### config.mk
export PLATFORM = sky130hd
export DESIGN_NAME = antiglitch_bank
export DESIGN_NICKNAME = d
export VERILOG_FILES = /design/src/rtl/antiglitch_bank.sv
export SDC_FILE = /design/constraint.sdc
export NUM_CORES = 1
export LEC_CHECK = 0
export CORE_UTILIZATION = 55
export CTS_BUF_LIST = sky130_fd_sc_hd__clkbuf_2 sky130_fd_sc_hd__clkbuf_4 sky130_fd_sc_hd__clkbuf_8
export DETAILED_ROUTE_END_ITERATION = 6
export PLACE_DENSITY = 0.86
export SKIP_CTS_REPAIR_TIMING = 1
export SYNTH_ARGS = -nofsm -noshare
export SYNTH_HDL_FRONTEND = slang
export SYNTH_SLANG_ARGS = --single-unit
export TNS_END_PERCENT = 1
### constraint.sdc
create_clock -name clk -period 2.3 [get_ports clk]
set_clock_uncertainty 0.2 [all_clocks]
set_input_delay 0.46 -clock clk [delete_from_list [all_inputs] [get_ports clk]]
set_output_delay 0.46 -clock clk [all_outputs]
set_load 0.01 [all_outputs]
### src/rtl/antiglitch_bank.sv
// -----------------------------------------------------------------------------
// antiglitch_bank
//   Bank of CH independent glitch filters. Each channel has an optional
//   synchroniser, a saturating up/down integrator and a hysteresis comparator.
//   The comparator drives a registered clean level and one-cycle rise/fall
//   pulses.
//
// Parameters
//   CH     number of channels (1..32)
//   M      integrator saturation ceiling (>= 1)
//   TH_HI  count at or above which clean goes high
//   TH_LO  count at or below which clean goes low (TH_LO < TH_HI <= M)
//   SYNC   synchroniser depth 0..3 (0 = input used directly)
//   INIT   reset level of outputs and integrators (0 or 1)
//
// Ports
//   clk     clock, all state updates on its rising edge
//   rst     synchronous active-high reset
//   en      integrate enable, common to all channels
//   glitch  raw noisy inputs, bit i = channel i
//   clean   filtered registered level per channel
//   rise    one-cycle pulse after each clean 0->1 transition
//   fall    one-cycle pulse after each clean 1->0 transition
// -----------------------------------------------------------------------------
module antiglitch_bank #(
  parameter int CH    = 4,
  parameter int M     = 16,
  parameter int TH_HI = 12,
  parameter int TH_LO = 4,
  parameter int SYNC  = 2,
  parameter int INIT  = 0
) (
  input  logic          clk,
  input  logic          rst,
  input  logic          en,
  input  logic [CH-1:0] glitch,
  output logic [CH-1:0] clean,
  output logic [CH-1:0] rise,
  output logic [CH-1:0] fall
);

  localparam int CW = $clog2(M + 1);
  localparam logic [CW-1:0] M_C     = CW'(M);
  localparam logic [CW-1:0] TH_HI_C = CW'(TH_HI);
  localparam logic [CW-1:0] TH_LO_C = CW'(TH_LO);
  localparam logic          INIT_B  = (INIT != 0);
  // Integrator reset value sits on the rail matching the reset output level,
  // so clean and cnt are consistent straight out of reset.
  localparam logic [CW-1:0] CNT_RST = INIT_B ? M_C : '0;

  genvar gi;
  generate
    for (gi = 0; gi < CH; gi++) begin : g_ch
      logic          s;
      logic [CW-1:0] cnt_reg;
      logic [CW-1:0] cnt_next;
      logic          clean_reg;
      logic          clean_next;
      logic          rise_reg;
      logic          fall_reg;

      if (SYNC == 0) begin : g_nosync
        assign s = glitch[gi];
      end else begin : g_sync
        logic [SYNC-1:0] sync_reg;
        // Shift register: bit 0 samples the raw input, MSB feeds the integrator.
        // The chain keeps shifting regardless of en.
        always_ff @(posedge clk) begin
          if (rst) begin
            sync_reg <= {SYNC{INIT_B}};
          end else begin
            sync_reg <= (sync_reg << 1) | SYNC'(glitch[gi]);
          end
        end
        assign s = sync_reg[SYNC-1];
      end

      // Saturating integrator plus hysteresis decision on the *next* count so
      // that clean moves on the same edge the count crosses a threshold.
      always_comb begin
        cnt_next   = cnt_reg;
        clean_next = clean_reg;
        if (en) begin
          if (s && (cnt_reg != M_C)) begin
            cnt_next = cnt_reg + CW'(1);
          end else if (!s && (cnt_reg != '0)) begin
            cnt_next = cnt_reg - CW'(1);
          end
          if (cnt_next >= TH_HI_C) begin
            clean_next = 1'b1;
          end else if (cnt_next <= TH_LO_C) begin
            clean_next = 1'b0;
          end
        end
      end

      always_ff @(posedge clk) begin
        if (rst) begin
          cnt_reg   <= CNT_RST;
          clean_reg <= INIT_B;
          rise_reg  <= 1'b0;
          fall_reg  <= 1'b0;
        end else begin
          cnt_reg   <= cnt_next;
          clean_reg <= clean_next;
          rise_reg  <= clean_next & ~clean_reg;
          fall_reg  <= ~clean_next & clean_reg;
        end
      end

      assign clean[gi] = clean_reg;
      assign rise[gi]  = rise_reg;
      assign fall[gi]  = fall_reg;
    end
  endgenerate

endmodule

Yosys cells after proc, flatten, opt, wreduce, memory -nomap -nowiden
Index checks and enable logic that the tools add are counted.
{"block": "word_totals", "word_cells": 100, "in_bits": 7, "ff_bits": 40, "out_inout_bits": 12}
{"block": "op_classes", "bitwise_logic": 20, "eq_ne": 4, "n_addsub": 8, "magnitude_cmp": 8, "muxes": 24, "n_reduce_logical": 16}
{"op": "$mux 5", "count": 12}
{"op": "$add 5x1->5 const B", "count": 4}
{"op": "$ge 5x4->1 const B", "count": 4}
{"op": "$le 5x3->1 const B", "count": 4}
{"op": "$ne 5x5->1 const B", "count": 4}
{"op": "$reduce_bool 5->1", "count": 4}
{"op": "$sub 5x1->5 const B", "count": 4}
{"op": "$mux 1", "count": 12}
{"op": "$and 1x1->1", "count": 8}
{"op": "$logic_and 1x1->1", "count": 8}
{"op": "$not 1->1", "count": 8}
{"op": "$or 2x1->2", "count": 4}
{"op": "$logic_not 1->1", "count": 4}

Depth between registers and ports, before layout
{"block": "depth", "ltp_word": 11, "ltp_mapped": 8, "ltp_nobuf": 7}

Worst setup path before layout
OpenSTA, ideal clock, no wires.
{"block": "synth_timing", "path_kind": "reg2reg", "start": "register g_ch[1].cnt_reg[1]", "end": "register g_ch[1].fall_reg", "arrival_time_ns": 1.724, "required_ns": 1.997, "setup_slack_ns": 0.273, "setup_time_ns": 0.103, "stages_incl_launch_ff": 7, "period_less_slack_ns": 2.027, "path_buffers": 1, "cell_sequence": "dfxtp_1 > buf_6 > inv_1 > ha_1 > or4b_4 > o31a_1 > a2111oi_2"}
{"block": "synth_via", "elab_chain_len": 11, "word_cells_on_any_way": 16, "classes_between": "2 x add/sub; 2 x order compare; 1 x eq/ne; 6 x mux; 2 x bitwise; 3 x reduce/logical"}
{"item": "start: declaration", "line": "55", "text": "logic [CW-1:0] cnt_reg;"}
{"item": "start signal: assignment", "line": "104", "text": "cnt_reg <= cnt_next;"}
{"item": "parallel branches: the longest is 3 deep, another holds $sub 5x1->5"}
{"item": "$mux 5 (*)", "line": "84", "text": "if (s && (cnt_reg != M_C)) begin"}
{"item": "$mux 5 (*)", "line": "83", "text": "if (en) begin"}
{"item": "$le 5x3->1", "line": "91", "text": "end else if (cnt_next <= TH_LO_C) begin"}
{"item": "$mux 1", "line": "91"}
{"item": "$mux 1 (*)", "line": "89", "text": "if (cnt_next >= TH_HI_C) begin"}
{"item": "$mux 1 (*)", "line": "83"}
{"item": "$not 1->1 (*)", "line": "107", "text": "fall_reg <= ~clean_next & clean_reg;"}
{"item": "$and 1x1->1 (*)", "line": "107"}
{"item": "end signal: assignment", "line": "107"}
{"item": "end: declaration", "line": "60", "text": "logic fall_reg;"}
Mark *: on every way between the ends. The select of a mux whose other input is x is not followed.
A chain may end at the register's enable or synchronous reset.

Final worst setup path
{"block": "layout_timing", "start": "register g_ch[0].cnt_reg[0]", "end": "register g_ch[0].fall_reg"}
{"block": "layout_via", "elab_chain_len": 11, "word_cells_on_any_way": 16, "classes_between": "2 x add/sub; 2 x order compare; 1 x eq/ne; 6 x mux; 2 x bitwise; 3 x reduce/logical"}
{"item": "start: declaration", "line": "55"}
{"item": "start signal: assignment", "line": "104"}
{"item": "parallel branches: the longest is 3 deep, another holds $sub 5x1->5"}
{"item": "$mux 5 (*)", "line": "84"}
{"item": "$mux 5 (*)", "line": "83"}
{"item": "$le 5x3->1", "line": "91"}
{"item": "$mux 1", "line": "91"}
{"item": "$mux 1 (*)", "line": "89"}
{"item": "$mux 1 (*)", "line": "83"}
{"item": "$not 1->1 (*)", "line": "107"}
{"item": "$and 1x1->1 (*)", "line": "107"}
{"item": "end signal: assignment", "line": "107"}
{"item": "end: declaration", "line": "60"}
Marks and branches as above.

==> flow_results.org <==
** Timing
- Relative slew slack :: 0.6987
- The worst path meets setup with 0.08099 ns of slack.
- Final hold viol count :: 0
- At the pin with the least slew margin, the transition time is approximately 0.45 ns.
- Setup violations remaining at the end of the flow were counted as 0.
- The worst path in the final design needs a cycle of roughly 2.2 ns, including I/O delays and setup.
- Pins over their slew limit :: 0
- Derived from the worst setup path, the maximum achievable clock frequency is approximately 450 MHz.
- In the finished design, the share of the clock period the worst path needs comes to 0.9648.

** Synthesis
- Yosys printed 0 warnings.
- The share of synthesized area in the top cell type comes to 0.3075.
- When the netlist entered floorplanning its net count stood at 342.
- The cell area that synthesis handed to floorplanning was roughly 0.0026 sq mm.
- After technology mapping, the gate count stands at 327.
- In the synthesized netlist the async set-or-reset flop fraction comes to 0.
- dfxtp_1 takes more of the synthesized area than any other cell.
- Number of synthesized register bits :: 40
- Count of distinct cell types in the synthesized netlist :: between 60 and 70
- Dominant cells by area after synthesis :: dfxtp_1, nand2_1, a21oi_1
- Fraction of the yosys area taken by sequential cells :: 0.3075
- The synthesized design contains 0 enable-type register cells.
- Averaged over all synthesized cells, the footprint is approximately 8 sq um.
- Most used flip-flop cell after synthesis :: dfxtp_1

** Clock tree
- Clock-pin slew of the registers on the worst-case setup and hold paths :: roughly 0.080 ns
- The later pin in the worst-skew pair is clocked with a latency of just under 0.3 ns.
- Clock tree synthesis found a total of 40 sinks.
- The H-tree was split into 2 levels.
- Counting the buffers created by CTS gives 5.
- TritonCTS clock tree :: done
- The tree is rooted in a clkbuf_8.
- The clock passes through at most 2 buffers.

** GRT
- In the global route stage, overall resource usage came out at 0.2068.
- Entering global routing, the biggest net connects 18 pins.
- Number of antenna violations at the first check in global routing :: 0
- Overflow left after global routing :: 0
- The via count of the first global-routing pass was a little under 2,000.
- The first global-routing pass estimated approximately 8.4 mm of wire.

** Route
- Metal2 WL :: 2.413 mm
- Number of design-rule violations left by the first detailed-router iteration :: between 200 and 250
- DRC :: 4
- Antenna-violating nets left :: 0
- First-pass iteration count of the detailed router :: 6
- The detailed router placed about 2,200 vias in this run.
- The routed design has 4.948 mm of wire.
- After detailed routing, no signal wire sits above met4.
- For this block, wires on met1 add up to between 2 and 2.5 mm.
- Routed length per placed instance :: roughly 13 um
- Sum of met3 wire segment lengths after detailed routing :: ~190 um
- Via-to-Cell Ratio :: 5.793

** Layout
- At the end of the flow, the number of nets in the layout was about 340.
- Area Overhead vs Synth :: 9.274%
- In the layout the commonest cells are nand2_1, dfxtp_1, nor2_1.
- Antenna diode instance count :: 0
- Utilization after layout :: 0.6402
- Storage element area :: 802.0 sq um
- In the final layout, the multi-input gates occupy between 0.0015 and 0.002 sq mm.
- Max FFs per register :: 20
- After filler insertion, the fill cell instance count of the layout stands at between 300 and 400.
- In the final layout, the share of cells above drive strength 1 is 0.1277.

** Flow run
- Number of max-cap violations :: 0

** Floorplan
- Starting utilization of the core area :: 0.5859
- The die is ~71 um tall.
- In this run the horizontal extent of the chip is ~70 um.
- Die area :: 0.005013 sq mm
- In this run the standard cell core region covers roughly 0.0044 sq mm.
- Number of primary I/O pins :: 19
- In this run the core area contains 24 standard-cell rows.

** Place
- Detailed-placement wirelength estimate :: roughly 3.6 mm
- The count of buffers added on input and output ports is 18.
- Gpl congestion :: 0.8437
- At the placement stage, the worst setup path has a slack of approximately 0.054 ns.

** Pwr
- Power density over cell area :: 1018 mW/mm^2
- Leakage power summed over all cells :: ~1.1 nW
- Overall power consumption after layout is estimated at about 0.0029 W.
- Across the VDD grid, the largest voltage drop is 0.0005006 V.

** Run status
- Failing checks :: DRC
- The run finished, with violations left.

** Setup path
- Largest fanout on the critical path :: 6
- Required time of the critical path :: 2.32 ns
- STA classifies the critical path startpoint as a register.
- The critical path is of the reg -> reg type.
- Worst reg-to-reg setup slack :: roughly 0.081 ns
- Data on the critical path arrives at its endpoint at ~2.2 ns.
- Kind of capture point of the worst setup path :: register

** Hold path
- The worst hold path belongs to the class reg -> reg.
-- final timing paths --
check,endpoint,depth (start not counted),from
min reg2reg,g_ch[2].g_sync.sync_reg[1],1,g_ch[2].g_sync.sync_reg[0]
max reg2reg,g_ch[0].fall_reg,7,g_ch[0].cnt_reg[0]
min,g_ch[2].g_sync.sync_reg[1],1,g_ch[2].g_sync.sync_reg[0]
max,g_ch[0].fall_reg,7,g_ch[0].cnt_reg[0]
-- Yosys cell counts (2+ instances only) --
library cell / number
or2_2: 5
or4_1: 4
dfxtp_1: 40
a21oi_1: 21
inv_1: 12
nand4_1: 5
a221oi_1: 3
nor3b_1: 2
xor2_1: 10
mux2i_1: 8
nor4b_1: 2
a21o_1: 2
o21ai_1: 5
ha_1: 8
nand2_1: 39
buf_4: 12
or3b_1: 2
o31a_1: 2
nand3_1: 13
o21ai_0: 8
nor3_1: 11
mux2_2: 2
buf_2: 4
a31oi_1: 3
or4b_1: 2
xnor2_1: 8
nand3b_1: 3
a211oi_1: 3
nor2b_1: 10
o21a_1: 2
buf_6: 2
and4_1: 2
o211ai_1: 2
nor2_1: 25
clkbuf_1: 17
-- routing by layer --
metal,up-vias,track usage
met5,-,0
met1,1006,0.2631
li1,1143,-
met4,0,0.08222
met3,6,0.04701
met2,52,0.3408
-- logic make-up (layout without fill, tap and decap cells) --
family,Yosys count,after routing,share of synthesized area
mux,10,10,0.03940
xor+xnor,18,18,0.06055
simple gates,136,136,0.2845
buf+inv,50,52,0.1009
flops,40,40,0.3075
fa+ha+maj,8,8,0.03844
compound gates,65,65,0.1687
-- through the flow --
step | cell area (sq um) | hold WS (ns) | std cells | setup TNS (ns)
floorplan | 2604 | 0.2138 | 327 | 0
global placement | 2745 | 0.2157 | 373 | 0
detailed placement | 2745 | 0.2220 | 373 | 0
CTS | 2833 | 0.2422 | 381 | 0
global route | 2845 | 0.2577 | 381 | -0.01220
finish | 2845 | 0.2412 | 381 | 0
-- cell type report --
cell class	count	share of cell area
Tap cell	52	0.02287
Multi-Input combinational cell	237	0.5453
Sequential cell	40	0.2819
Inverter	13	0.01715
Timing Repair Buffer	31	0.1020
Clock inverter	3	0.006596
Clock buffer	5	0.02419
-- worst max-delay path, stage by stage (launching register included) --
cell	delay, ns
dfxtp_1	0.37
inv_1	0.10
ha_2	0.24
nand2b_4	0.09
o311ai_1	0.38
a21oi_2	0.13
or4b_1	0.52
a21oi_1	0.12
-- where the power goes --
part / total (W) / internal, W / switching (W)
logic: 0.00146 / 0.000685 / 0.000774
clock network: 0.000458 / 0.000211 / 0.000247
registers: 0.000979 / 0.000807 / 0.000173
total: 0.00290 / 0.00170 / 0.00119
Power figures use the tool's default switching activity.
